===== config.mk =====
export PLATFORM = sky130hd
export DESIGN_NAME = seq_detector_param
export DESIGN_NICKNAME = d
export VERILOG_FILES = /design/src/rtl/seq_detector_param.sv
export SDC_FILE = /design/constraint.sdc
export NUM_CORES = 1
export LEC_CHECK = 0
export CORE_MARGIN = 2
export CORE_UTILIZATION = 43
export DETAILED_ROUTE_END_ITERATION = 8
export PLACE_DENSITY = 0.77
export SETUP_SLACK_MARGIN = 0.2
export SYNTH_ARGS = -nofsm -noshare
export SYNTH_HDL_FRONTEND = slang
export SYNTH_SLANG_ARGS = --single-unit

===== constraint.sdc =====
create_clock -name clk -period 5.09 [get_ports clk]
set_clock_uncertainty 0.2 [all_clocks]
set_input_delay 1.527 -clock clk [delete_from_list [all_inputs] [get_ports clk]]
set_output_delay 1.527 -clock clk [all_outputs]
set_load 0.02 [all_outputs]

===== src/rtl/seq_detector_param.sv =====
// seq_detector_param: detects a programmable PAT_LEN-bit serial pattern and counts matches.
// Moore state is the fill count of valid history bits; match is a registered pulse.
module seq_detector_param #(
    parameter int PAT_LEN = 4,
    parameter int CNT_W = 8,
    parameter logic [PAT_LEN-1:0] RESET_PATTERN = 4'b1011,
    parameter logic RESET_OVERLAP = 1'b1
) (
    input  logic                           clk,
    input  logic                           reset_n,
    input  logic                           cfg_load,
    input  logic [PAT_LEN-1:0]             cfg_pattern,
    input  logic                           cfg_overlap,
    input  logic                           in_valid,
    input  logic                           in_bit,
    input  logic                           clr_count,
    output logic                           match,
    output logic [CNT_W-1:0]               match_count,
    output logic [$clog2(PAT_LEN+1)-1:0]   fill_level
);
    localparam int FW = $clog2(PAT_LEN + 1);
    localparam logic [FW-1:0] FULL = FW'(PAT_LEN);
    localparam logic [FW-1:0] LAST = FW'(PAT_LEN - 1);

    logic [PAT_LEN-1:0] pattern_q, hist, cand, hist_d;
    logic               overlap_q, accept, hit;
    logic [FW-1:0]      fill, fill_d;
    logic [CNT_W-1:0]   count_d;

    always_comb begin
        accept  = in_valid && !cfg_load;
        cand    = {hist[PAT_LEN-2:0], in_bit};
        hit     = accept && (fill >= LAST) && (cand == pattern_q);
        hist_d  = cfg_load ? '0 : accept ? cand : hist;
        // a non-overlap hit consumes its bits, so fill restarts from zero
        fill_d  = (cfg_load || (hit && !overlap_q)) ? '0 :
                  !accept ? fill : (fill == FULL) ? FULL : fill + 1'b1;
        count_d = clr_count ? '0 : (hit && match_count != '1) ? match_count + 1'b1 : match_count;
    end

    always_ff @(posedge clk) begin
        if (!reset_n) begin
            pattern_q   <= RESET_PATTERN;
            overlap_q   <= RESET_OVERLAP;
            hist        <= '0;
            fill        <= '0;
            match       <= 1'b0;
            match_count <= '0;
        end else begin
            if (cfg_load) begin
                pattern_q <= cfg_pattern;
                overlap_q <= cfg_overlap;
            end
            hist        <= hist_d;
            fill        <= fill_d;
            match       <= hit;
            match_count <= count_d;
        end
    end

    assign fill_level = fill;
endmodule


==> results.sh <==
export IMPL_die_area_sq_mm=0.00276
export IMPL_ys_seq_elements=20
export IMPL_postSynthAreaPerCell_sq_um=9.22
export IMPL_postPlaceCellArea_sq_mm=0.00125
export IMPL_syn_to_final_growth_pct=26.8
export IMPL_port_buffers=22
export IMPL_leakage_nw=0.472
export IMPL_wl_per_cell_um=12.0
export IMPL_cts_setup_buffers=0
export IMPL_synth_edf_count=0
export IMPL_via_per_inst=5.50
export IMPL_seqPwrFrac=0.568
export IMPL_root_buffer="clkbuf_4"
export IMPL_period_share=0.629
export IMPL_tns_ns=0
export IMPL_pin_count=23
export IMPL_grt_max_degree=14
export IMPL_drt_iter0_drc=7
export IMPL_syn_nets=125
export IMPL_status="complete, no violations"
export IMPL_max_clock_freq_mhz=312
export IMPL_post_cts_resized=0
export IMPL_p_int_mw=0.219
export IMPL_hold_buffers=0
export IMPL_stdcell_area_sq_mm=0.00129
export IMPL_core_sq_mm=0.00221
export IMPL_clk_pin_slew_ns=0.12
export IMPL_worst_setup_path_end_kind="register"
export IMPL_setup_viol=0
export IMPL_ys_seq_area_frac=0.395
export IMPL_syn_inst=110
export IMPL_min_period_ns=3.20
export IMPL_cts_tree="yes"
export IMPL_p_switching_mw=0.0661
export IMPL_fp_dieH_um=52.6
export IMPL_initial_core_util=0.459
export IMPL_synth_cell_types=39
export IMPL_grt_pass1_wl_um=3220
export IMPL_grt_usage=0.157
export IMPL_cts_buffers=3
export IMPL_p_sw_frac=0.232
export IMPL_pwr_share_clk=0.328
export IMPL_p_per_area_mw_per_mm2=222
export IMPL_yosysTopAreaCell="dfxtp_1"
export IMPL_synth_common_cells="dfxtp_1 (20), mux2i_1 (8), nand2_1 (8), nor2_1 (8)"
export IMPL_rsz0062_at_grt="false"
export IMPL_h_tree_depth=1
export IMPL_async_flop_share=0
export IMPL_grt_pass1_vias=767
export IMPL_cp_arrival_ns=3.24
export IMPL_drcViolationCount=0
export IMPL_netlist_area_sq_mm=0.00101
export IMPL_dp_hpwl_um=1500
export IMPL_p_comb_frac=0.105
export IMPL_worst_pin_slew_ns=0.499
export IMPL_met3_length_um=84
export IMPL_num_rows=17
export IMPL_yosys_warnings=0
export IMPL_synth_most_common_cell="dfxtp_1"
export IMPL_chipWidth_um=52.6
export IMPL_fin_nets=149
export IMPL_drt_antenna_violating_nets=0
export IMPL_start_kind="input pin"
export IMPL_r2r_slack_ns=2.82
export IMPL_fillers=202
export IMPL_ir_worst_vdd_v=0.000143
export IMPL_wl_met1_um=905
export IMPL_ys_flop_type="dfxtp_1"
export IMPL_overflow=0
export IMPL_insertion_delay_ns=0.30
export IMPL_wl_met2_um=923
export IMPL_finalHoldViolations=0
export IMPL_hold_path_class="reg2reg"
export IMPL_synthTopCellsByArea="dfxtp_1 (39%), mux2i_1 (7.9%), ha_1 (4.9%)"
export IMPL_cts_sinks=20
export IMPL_routed_wl_um=1930
export IMPL_report_final_slew_viol_count=0
export IMPL_place_congestion=0.795
export IMPL_path_class="in2reg"
export IMPL_cts_buffer_depth=2
export IMPL_vias=886
export IMPL_drive_above_1_share=0.0677
export IMPL_antenna_found_initial=0
export IMPL_crit_fanout=9
export IMPL_top_layer_used="met4"
export IMPL_synth_top_cell_area_share=0.395
export IMPL_cp_required_ns=5.13
export IMPL_max_slew_margin=0.666
export IMPL_diodes=0
export IMPL_dr_pass1_iters=4
export IMPL_cap_viol_max_count=0
-- layer usage --
layer | GRT usage | vias up
met4 | 0.0513 | 0
met5 | 0 | -
met2 | 0.244 | 22
li1 | - | 446
met1 | 0.215 | 416
met3 | 0.0371 | 2
-- worst paths after layout --
kind	from	cells past startpoint	end
min	overlap_q$_SDFFE_PN1P_	2	overlap_q$_SDFFE_PN1P_
max	cfg_load	5	match_count[7]$_SDFFE_PP0P_
min reg2reg	overlap_q$_SDFFE_PN1P_	2	overlap_q$_SDFFE_PN1P_
max reg2reg	fill_level[1]$_SDFFE_PP0P_	6	match_count[4]$_SDFFE_PP0P_
-- metrics by stage --
stage | power (mW) | instances | hold WS [ns] | setup slack (ns) | util
floorplan | 0.183 | 110 | 0.263 | 2.21 | -
global placement | 0.195 | 157 | 0.285 | 1.63 | 0.565
finish | 0.285 | 161 | 0.310 | 1.89 | 0.581
detailed placement | 0.195 | 157 | 0.291 | 1.57 | 0.565
CTS | 0.286 | 161 | 0.312 | 1.89 | 0.581
global route | 0.296 | 161 | 0.344 | 1.77 | 0.581
-- power by group through the flow --
stage	combinational [mW]	sequential, mW	clock [mW]
finish	0.0298	0.162	0.0935
global route	0.0327	0.162	0.102
CTS	0.0299	0.162	0.0942
detailed placement	0.0298	0.165	0
global placement	0.0292	0.165	0
floorplan	0.0182	0.165	0
-- worst max-delay path, stage by stage --
cell and delay, ns:
clkdlybuf4s50_1 0.58, and2b_2 0.36, nand2_2 0.10, or4_1 0.52
a21oi_1 0.15
-- cells in the final DEF (no fill, tap or decap), types with 2 or more instances in the layout --
master and instances:
o21ai_0 3, o31ai_1 3, ha_1 4, nor2_1 8, mux2i_1 8, nand2b_1 4, o21a_1 3, a21oi_1 6
clkdlybuf4s50_1 22, or4_1 3, dfxtp_1 20, nand2_1 8, nor2b_1 2, inv_1 6, and3_1 2, xnor2_1 3
nand3_1 3, clkbuf_4 3, nand4_1 2
-- cell families after synthesis --
group / Yosys count / share of synthesized area
compound gates: 24 / 0.173
xor+xnor: 4 / 0.0419
fa+ha+maj: 4 / 0.0493
buf+inv: 9 / 0.0419
flops: 20 / 0.395
mux: 8 / 0.0789
simple gates: 41 / 0.221
-- cell type report --
cell class	instances	area, sq um	share of cell area
timing repair buffer	22	220	0.171
multi-input combinational	81	572	0.445
inverter	6	22.5	0.0175
clock buffer	4	36.3	0.0282
tap	28	35.0	0.0272
sequential	20	400	0.311
-- sequential cells by signal, summed over array words and instances (netlist names) --
| name | count |
|---|---|
| fill_level | 3 |
| hist | 3 |
| match | 1 |
| match_count | 8 |
| overlap_q | 1 |
| pattern_q | 4 |
Note: power is estimated with default switching activity, not from simulation.
